<file path="src/rtl/pmips_pkg.sv">
// pmips_pkg: shared widths, forward-select encoding and register-match helper for the pmips core.
package pmips_pkg;
  localparam int DW  = 16;
  localparam int IW  = 17;
  localparam int RAW = 3;
  localparam logic [1:0] FWD_RF    = 2'd0;
  localparam logic [1:0] FWD_EXMEM = 2'd1;
  localparam logic [1:0] FWD_MEMWB = 2'd2;
  // Register 0 is hard-wired to zero when zero_hard is set, so it never aliases a producer.
  function automatic logic reg_match(input logic [31:0] d, input logic [31:0] s, input logic zero_hard);
    return (d == s) && !(zero_hard && d == 32'd0);
  endfunction
endpackage

</file>
<file path="src/rtl/pmips_sat_counter.sv">
// pmips_sat_counter: event counter that sticks at all-ones.
module pmips_sat_counter #(
  parameter int CW = 16
) (
  input  logic          clock,
  input  logic          reset,
  input  logic          inc,
  output logic [CW-1:0] count
);
  logic [CW-1:0] count_q;
  assign count = count_q;
  always_ff @(posedge clock)
    count_q <= reset ? '0 : (inc && count_q != '1) ? count_q + CW'(1) : count_q;
endmodule

</file>
<file path="src/rtl/pmips_fetch_hazard.sv">
// pmips_fetch_hazard: PC and IF/ID register with load-use stall, MEM-stage redirect flush
// and registered EX operand-forwarding selects.
module pmips_fetch_hazard import pmips_pkg::*; #(
  parameter int DW        = pmips_pkg::DW,
  parameter int IW        = pmips_pkg::IW,
  parameter int RAW       = pmips_pkg::RAW,
  parameter int PC_INC    = 2,
  parameter int ZERO_HARD = 1,
  parameter int CW        = 16
) (
  input  logic           clock,
  input  logic           reset,
  output logic [DW-1:0]  imem_addr,
  input  logic [IW-1:0]  imem_rdata,
  output logic [IW-1:0]  ifid_instr,
  output logic [DW-1:0]  ifid_pcplus,
  output logic           ifid_valid,
  input  logic [RAW-1:0] id_rs,
  input  logic [RAW-1:0] id_rt,
  input  logic           id_use_rs,
  input  logic           id_use_rt,
  input  logic [RAW-1:0] ex_dst,
  input  logic           ex_regwrite,
  input  logic           ex_memread,
  input  logic [RAW-1:0] mem_dst,
  input  logic           mem_regwrite,
  input  logic           redirect,
  input  logic [DW-1:0]  redirect_addr,
  output logic           stall,
  output logic           flush_idex,
  output logic           flush_exmem,
  output logic [1:0]     ex_fwd_a,
  output logic [1:0]     ex_fwd_b,
  output logic [CW-1:0]  stall_cnt,
  output logic [CW-1:0]  flush_cnt
);
  localparam logic ZH = (ZERO_HARD != 0);
  logic [DW-1:0] pc_q, pc_d, pcplus_q, pcplus_d, pc_inc;
  logic [IW-1:0] instr_q, instr_d;
  logic          valid_q, valid_d;
  logic [1:0]    fwd_a_q, fwd_a_d, fwd_b_q, fwd_b_d, fwd_a_n, fwd_b_n;
  logic          ex_rs, ex_rt, mem_rs, mem_rt, hz;
  assign ex_rs  = reg_match(32'(ex_dst), 32'(id_rs), ZH);
  assign ex_rt  = reg_match(32'(ex_dst), 32'(id_rt), ZH);
  assign mem_rs = reg_match(32'(mem_dst), 32'(id_rs), ZH);
  assign mem_rt = reg_match(32'(mem_dst), 32'(id_rt), ZH);
  assign hz = valid_q && ex_regwrite && ex_memread && ((id_use_rs && ex_rs) || (id_use_rt && ex_rt));
  assign stall       = hz && !redirect;
  assign flush_idex  = stall || redirect;
  assign flush_exmem = redirect;
  assign pc_inc = pc_q + DW'(PC_INC);
  // EX producer wins over MEM: it holds the younger value of the register.
  assign fwd_a_n = !(valid_q && id_use_rs) ? FWD_RF :
                   (ex_regwrite && ex_rs)   ? FWD_EXMEM :
                   (mem_regwrite && mem_rs) ? FWD_MEMWB : FWD_RF;
  assign fwd_b_n = !(valid_q && id_use_rt) ? FWD_RF :
                   (ex_regwrite && ex_rt)   ? FWD_EXMEM :
                   (mem_regwrite && mem_rt) ? FWD_MEMWB : FWD_RF;
  always_comb begin
    pc_d     = pc_inc;
    instr_d  = imem_rdata;
    pcplus_d = pc_inc;
    valid_d  = 1'b1;
    fwd_a_d  = fwd_a_n;
    fwd_b_d  = fwd_b_n;
    if (redirect) begin
      pc_d     = redirect_addr;
      instr_d  = '0;
      pcplus_d = pcplus_q;
      valid_d  = 1'b0;
      fwd_a_d  = FWD_RF;
      fwd_b_d  = FWD_RF;
    end else if (stall) begin
      pc_d     = pc_q;
      instr_d  = instr_q;
      pcplus_d = pcplus_q;
      valid_d  = valid_q;
      fwd_a_d  = FWD_RF;
      fwd_b_d  = FWD_RF;
    end
  end
  always_ff @(posedge clock) begin
    if (reset) begin
      pc_q     <= '0;
      instr_q  <= '0;
      pcplus_q <= '0;
      valid_q  <= 1'b0;
      fwd_a_q  <= FWD_RF;
      fwd_b_q  <= FWD_RF;
    end else begin
      pc_q     <= pc_d;
      instr_q  <= instr_d;
      pcplus_q <= pcplus_d;
      valid_q  <= valid_d;
      fwd_a_q  <= fwd_a_d;
      fwd_b_q  <= fwd_b_d;
    end
  end
  assign imem_addr   = pc_q;
  assign ifid_instr  = instr_q;
  assign ifid_pcplus = pcplus_q;
  assign ifid_valid  = valid_q;
  assign ex_fwd_a    = fwd_a_q;
  assign ex_fwd_b    = fwd_b_q;
  pmips_sat_counter #(.CW(CW)) u_stall_cnt (.clock(clock), .reset(reset), .inc(stall),    .count(stall_cnt));
  pmips_sat_counter #(.CW(CW)) u_flush_cnt (.clock(clock), .reset(reset), .inc(redirect), .count(flush_cnt));
endmodule

</file>
<file path="config.mk">
export PLATFORM = sky130hd
export DESIGN_NAME = pmips_fetch_hazard
export DESIGN_NICKNAME = d
export VERILOG_FILES = /design/src/rtl/pmips_pkg.sv /design/src/rtl/pmips_sat_counter.sv /design/src/rtl/pmips_fetch_hazard.sv
export SDC_FILE = /design/constraint.sdc
export NUM_CORES = 1
export LEC_CHECK = 0
export CAP_MARGIN = 0
export CORE_MARGIN = 2
export CORE_UTILIZATION = 35
export CTS_CLUSTER_SIZE = 10
export DETAILED_ROUTE_END_ITERATION = 7
export SLEW_MARGIN = 5
export SYNTH_ARGS = -nofsm -noshare
export SYNTH_HDL_FRONTEND = slang
export SYNTH_HIERARCHICAL = 1
export SYNTH_SLANG_ARGS = --single-unit
</file>
<file path="constraint.sdc">
create_clock -name clock -period 6.6 [get_ports clock]
set_input_delay 0.99 -clock clock [delete_from_list [all_inputs] [get_ports clock]]
set_output_delay 0.99 -clock clock [all_outputs]
set_load 0.05 [all_outputs]
</file>
==> results.yml, run 1 <==
finish:
  seqCellArea_sq_um: 1720
  stdcell_count: 775
  fill_cells: 1178
  multiInputGateArea_sq_um: 2360
  final_nets: 680
  design_area_sq_um: 6040
  area_growth_pct: 41.1
  drive_gt1_frac: 0.0748
  num_antenna_cells: 0
yosys:
  yosys.area.top_type: "dfxtp_1"
  synth_cell_type_count: 52
  postSynthNetCount: 556
  yosys_warnings: 6
  synth_edf_count: 0
  synthesis.area_sq_um: 4280
  synth_top_area_share: 0.402
  ys_seq_elements: 86
  yosys-top-cells-area: "dfxtp_1 (40%), a21oi_1 (5.3%), nand2_1 (4.9%)"
  ys_seq_area_frac: 0.402
  syn_area_per_cell_sq_um: 8.57
  synth_flop_cell: "dfxtp_1"
  async_reset_ff_frac: 0
  syn_inst: 500
sta:
  hold_viol: 0
  relSlewSlack: 0.247
  max_freq_ghz: 0.217
  setup_violations: 0
  timing.final.crit_period_ns: 4.62
  maxSlewViolCount: 0
  hold_ws_ns: 0.451
  skew_ns: 0.00826
  grt_setup_unrepaired: "no"
  setup_tns_ns: 0
  tightest_slew_ns: 1.13
  fin_crit_sh: 0.699
worst_setup_path:
  crit_path_end_kind: "primary output"
  worstSetupStartpointType: "input port"
  crit_required_ns: 5.61
  worst-path-max-fanout: 31
  path_class: "in2out"
  cp.arrival_ns: 3.63
global_routing:
  grt_max_degree: 64
  grt_overflow: 0
  antenna_found_initial: 0
  grt_usage: 0.180
  grt_pass1_wl_um: 19000
  first_global_vias: 3930
clock_network:
  cts_buffers: 9
  root_buffer: "clkbuf_16"
  cts_setup_buffers: 0
  ctsResizeCount: 0
  h-tree-depth: 3
  cts_buffer_depth: 2
  cts_sinks: 86
  cts_tree: "yes"
  hold_buffers: 0
  clkSlewWorstSetupHoldPaths_ns: 0.06
  worstSkewPairLatency_ns: 0.34
power:
  max-vdd-ir-drop_uv: 97.6
  finalPower_w: 0.00127
  power.density_nw_per_um2: 210
  p_leak_nw: 2.07
routing:
  via_per_inst: 5.37
  drtAntennaViolNets: 0
  drc_errors: 0
  drtIter0Drc: 165
  drtPass1Iterations: 4
  vias: 4164
  avgRoutedWirePerCell_um: 15.2
  routed_wl_um: 11800
die:
  fp-row-count: 40
  fp.coreArea_sq_um: 12000
  fp.dieW_um: 115
  initial_utilization: 0.358
  ioPinCount: 142
  dieArea_sq_um: 13100
  die_y_um: 115
hold_path:
  holdCritPathClass: "reg2reg"
status:
  status: "finished, final reports clean"
placement:
  dpl.cell_count: 760
  place_area_sq_um: 5750
  dp_hpwl_um: 8230
  gp_congestion: 0.814
  io_buffers: 141
run:
  cap_violations: 0
## registers in the layout (all words and copies together), names as in the netlist
name and count:
ifid_instr 17, u_flush_cnt/count 16, ifid_pcplus 16, imem_addr 16, u_stall_cnt/count 16, ex_fwd_b 2, ifid_valid 1, ex_fwd_a 2
## final timing paths
path	slack (ns)	start	cells past startpoint	to
max	1.98	ex_dst[0]	7	flush_idex
min	0.45	ifid_instr[11]$_SDFFE_PP0N_	2	ifid_instr[11]$_SDFFE_PP0N_
max reg2reg	3.94	ifid_valid$_SDFFE_PP0N_	6	u_stall_cnt/count[11]$_SDFFE_PP0P_
min reg2reg	0.45	ifid_instr[11]$_SDFFE_PP0N_	2	ifid_instr[11]$_SDFFE_PP0N_
## kinds of logic (layout without fill, tap and decap cells)
kind of cell | after synthesis | after routing | synth area share
flip-flops | 86 | 86 | 0.402
XOR/XNOR | 29 | 29 | 0.0593
multiplexers | 7 | 7 | 0.0169
buffers and inverters | 48 | 176 | 0.0491
adder cells (fa/ha/maj) | 3 | 3 | 0.00876
AO/OA/AOI/OAI | 108 | 108 | 0.171
AND/OR/NAND/NOR | 219 | 219 | 0.294
## worst max-delay path: stages
cell	delay [ns]
clkdlybuf4s50_1	0.47
or3_1	0.41
and4_2	0.25
a221oi_4	0.25
buf_4	0.36
inv_2	0.16
clkdlybuf4s50_1	0.73
## placed cells by master, fill, tap and decap left out, drive strengths merged, types with 3 or more instances in the layout
master,count
ha,3
nor2,35
nand2,59
or4b,7
o21ai,10
inv,16
mux2i,5
o311ai,6
a2111oi,3
xnor2,23
xor2,6
and4,11
nor2b,5
or3,8
and3,3
clkdlybuf4s50,139
or4,14
a21oi,45
nor3,20
a211oi,12
buf,6
o31a,4
nor3b,3
nand4,11
clkbuf,11
dfxtp,86
nand3b,7
nor4,6
o31ai,16
o21a,5
nand3,21
## metal layers
| layer | routed length, um | global-route usage | vias up |
|---|---|---|---|
| met2 | 5540 | 0.294 | 117 |
| met5 | 0 | 0 | - |
| met1 | 5290 | 0.228 | 1948 |
| met3 | 712 | 0.0371 | 16 |
| met4 | 263 | 0.0846 | 0 |
| li1 | - | - | 2083 |
## power breakdown
group	internal, W	total, W	switching [W]
clock	0.000300	0.000505	0.000205
combinational	0.0000850	0.000208	0.000123
sequential	0.000538	0.000556	0.0000177
total	0.000923	0.00127	0.000346
## layout make-up
| class | count | area share |
|---|---|---|
| Clock inverter | 4 | 0.00787 |
| Timing Repair Buffer | 145 | 0.237 |
| Multi-Input combinational cell | 366 | 0.390 |
| Inverter | 16 | 0.00994 |
| Tap cell | 147 | 0.0304 |
| Clock buffer | 11 | 0.0402 |
| Sequential cell | 86 | 0.285 |
## synthesized netlist by cell type, drive strengths merged, types with 7 or more instances
| master | n |
|---|---|
| a211oi | 12 |
| a21oi | 45 |
| and4 | 11 |
| buf | 15 |
| clkbuf | 17 |
| dfxtp | 86 |
| inv | 16 |
| nand2 | 59 |
| nand3 | 21 |
| nand3b | 7 |
| nand4 | 11 |
| nor2 | 35 |
| nor3 | 20 |
| o21ai | 10 |
| o31ai | 16 |
| or3 | 8 |
| or4 | 14 |
| or4b | 7 |
| xnor2 | 23 |
## metrics by stage
| stage | setup slack, ns | util |
|---|---|---|
| after floorplan | 2.88 | - |
| after global placement | 2.03 | 0.481 |
| after detailed placement | 1.98 | 0.481 |
| after CTS | 1.98 | 0.505 |
| after global routing | 1.88 | 0.505 |
| final | 1.98 | 0.505 |
No activity file was read; power rests on OpenSTA's default activity.
==> inputs of run 2 (changes only) <==
--- a/config.mk
+++ b/config.mk
@@ -10,6 +10,7 @@
 export CORE_UTILIZATION = 35
 export CTS_CLUSTER_SIZE = 10
 export DETAILED_ROUTE_END_ITERATION = 7
+export PLACE_DENSITY = 0.66
 export SLEW_MARGIN = 5
 export SYNTH_ARGS = -nofsm -noshare
 export SYNTH_HDL_FRONTEND = slang
==> constraint.sdc (replaced) <==
create_clock -name clock -period 3.9 [get_ports clock]
set_input_delay 0.585 -clock clock [delete_from_list [all_inputs] [get_ports clock]]
set_output_delay 0.585 -clock clock [all_outputs]
set_load 0.05 [all_outputs]
==> results.yml, run 2 (same netlist as run 1, synthesis figures left out) <==
status:
  status: "finished, final reports clean"
worst_setup_path:
  rr_worst_depth: 6
  rrSetupSlack_ns: 1.42
  cp.arrival_ns: 2.44
  worst-path-max-fanout: 8
  reg2reg_from: "ifid_valid$_SDFFE_PP0N_"
  crit_required_ns: 3.31
  worstSetupStartpointType: "input port"
  regToRegEndpoint: "u_stall_cnt/count[13]$_SDFFE_PP0P_"
  crit_path_end_kind: "primary output"
  path_class: "in2out"
die:
  ioPinCount: 142
  dieArea_sq_um: 13100
  fp-row-count: 40
  fp.coreArea_sq_um: 12000
  initial_utilization: 0.358
  fp.dieW_um: 115
  die_y_um: 115
routing:
  drtAntennaViolNets: 0
  avgRoutedWirePerCell_um: 15.5
  drc_errors: 0
  routed_wl_um: 12000
  via_per_inst: 5.41
  drtIter0Drc: 250
  vias: 4189
  drtPass1Iterations: 4
finish:
  num_antenna_cells: 0
  mostFrequentLayoutCells: "clkdlybuf4s50_1 (137), dfxtp_1 (86), nand2_1 (56)"
  final_nets: 680
  area_growth_pct: 42.1
  final_util: 0.509
  drive_gt1_frac: 0.0780
  final_common_cell: "clkdlybuf4s50_1"
  largest_reg_flops: 17
clock_network:
  hold_buffers: 0
  cts_buffer_depth: 2
  cts_sinks: 86
  worstSkewPairLatency_ns: 0.34
  cts_buffers: 9
  clkSlewWorstSetupHoldPaths_ns: 0.06
  h-tree-depth: 3
  cts_setup_buffers: 0
  cts_tree: "yes"
  ctsResizeCount: 0
  root_buffer: "clkbuf_16"
placement:
  dp_hpwl_um: 8520
  io_buffers: 141
  gp_congestion: 0.825
sta:
  timing.final.crit_period_ns: 3.02
  skew_ns: 0.00387
  fin_crit_sh: 0.774
  hold_viol: 0
  maxSlewViolCount: 0
  max_freq_ghz: 0.331
  relSlewSlack: 0.261
  setup_violations: 0
  tightest_slew_ns: 1.11
  setup_tns_ns: 0
  grt_setup_unrepaired: "no"
hold_path:
  holdCritPathClass: "reg2reg"
  holdPathEnd: "ifid_instr[0]$_SDFFE_PP0N_"
  min_path_cells: 2
  min_from: "ifid_instr[0]$_SDFFE_PP0N_"
global_routing:
  grt_pass1_wl_um: 19200
  first_global_vias: 3984
  grt_max_degree: 47
  grt_overflow: 0
  grt_usage: 0.184
  antenna_found_initial: 0
power:
  power.density_nw_per_um2: 373
  p_leak_nw: 2.10
  max-vdd-ir-drop_uv: 287
run:
  cap_violations: 0
==> run 2: worst max-delay path by stage <==
stage                             from                                  to  slack [ns]  cells after the start
4_1_cts                      ex_dst[0]                               stall        0.88                      6
2_1_floorplan  ifid_valid$_SDFFE_PP0N_   u_stall_cnt/count[7]$_SDFFE_PP0P_        0.56                      9
3_5_place_dp                 ex_dst[0]  u_stall_cnt/count[11]$_SDFFE_PP0P_        0.58                      8
3_3_place_gp                 ex_dst[1]  u_stall_cnt/count[11]$_SDFFE_PP0P_        0.75                      8
5_1_grt                      ex_dst[0]  u_stall_cnt/count[11]$_SDFFE_PP0P_        0.74                      8
6_report                     ex_dst[0]                               stall        0.88                      6
==> run 2: final cells by class <==
cell class,instances,area [sq um]
Timing Repair Buffer,145,1430
Multi-Input combinational cell,366,2360
Sequential cell,86,1720
Inverter,16,60.1
Fill cell,1131,5870
Clock inverter,4,95.1
Clock buffer,11,243
Tap cell,147,184
==> run 2: worst max-delay path, cell delays in order <==
cell and delay (ns):
clkdlybuf4s50_1 0.55, xnor2_1 0.14, and4_2 0.34, a22oi_2 0.10, nor2_1 0.41, buf_4 0.30
==> run 2: report_power, final <==
| group | total (W) | internal, W | switching, W |
|---|---|---|---|
| Clock | 0.000979 | 0.000639 | 0.000340 |
| Combinational | 0.000352 | 0.000144 | 0.000209 |
| Sequential | 0.000940 | 0.000910 | 0.0000297 |
| Total | 0.00227 | 0.00169 | 0.000578 |
==> run 2: layer usage <==
metal | GRT usage | wire, um
met1 | 0.217 | 5170
met5 | 0 | 0
met3 | 0.0646 | 760
met2 | 0.312 | 5930
met4 | 0.0610 | 175
==> run 2: through the flow <==
stage	cell area, sq um	std cells	total power (W)	worst slack [ns]	hold slack, ns
finish	6090	775	0.00227	0.880	0.448
global route	6090	775	0.00236	0.741	0.470
CTS	6090	775	0.00230	0.880	0.451
detailed placement	5750	760	0.00131	0.576	0.444
global placement	5750	760	0.00131	0.753	0.438
floorplan	4280	500	0.00117	0.559	0.484
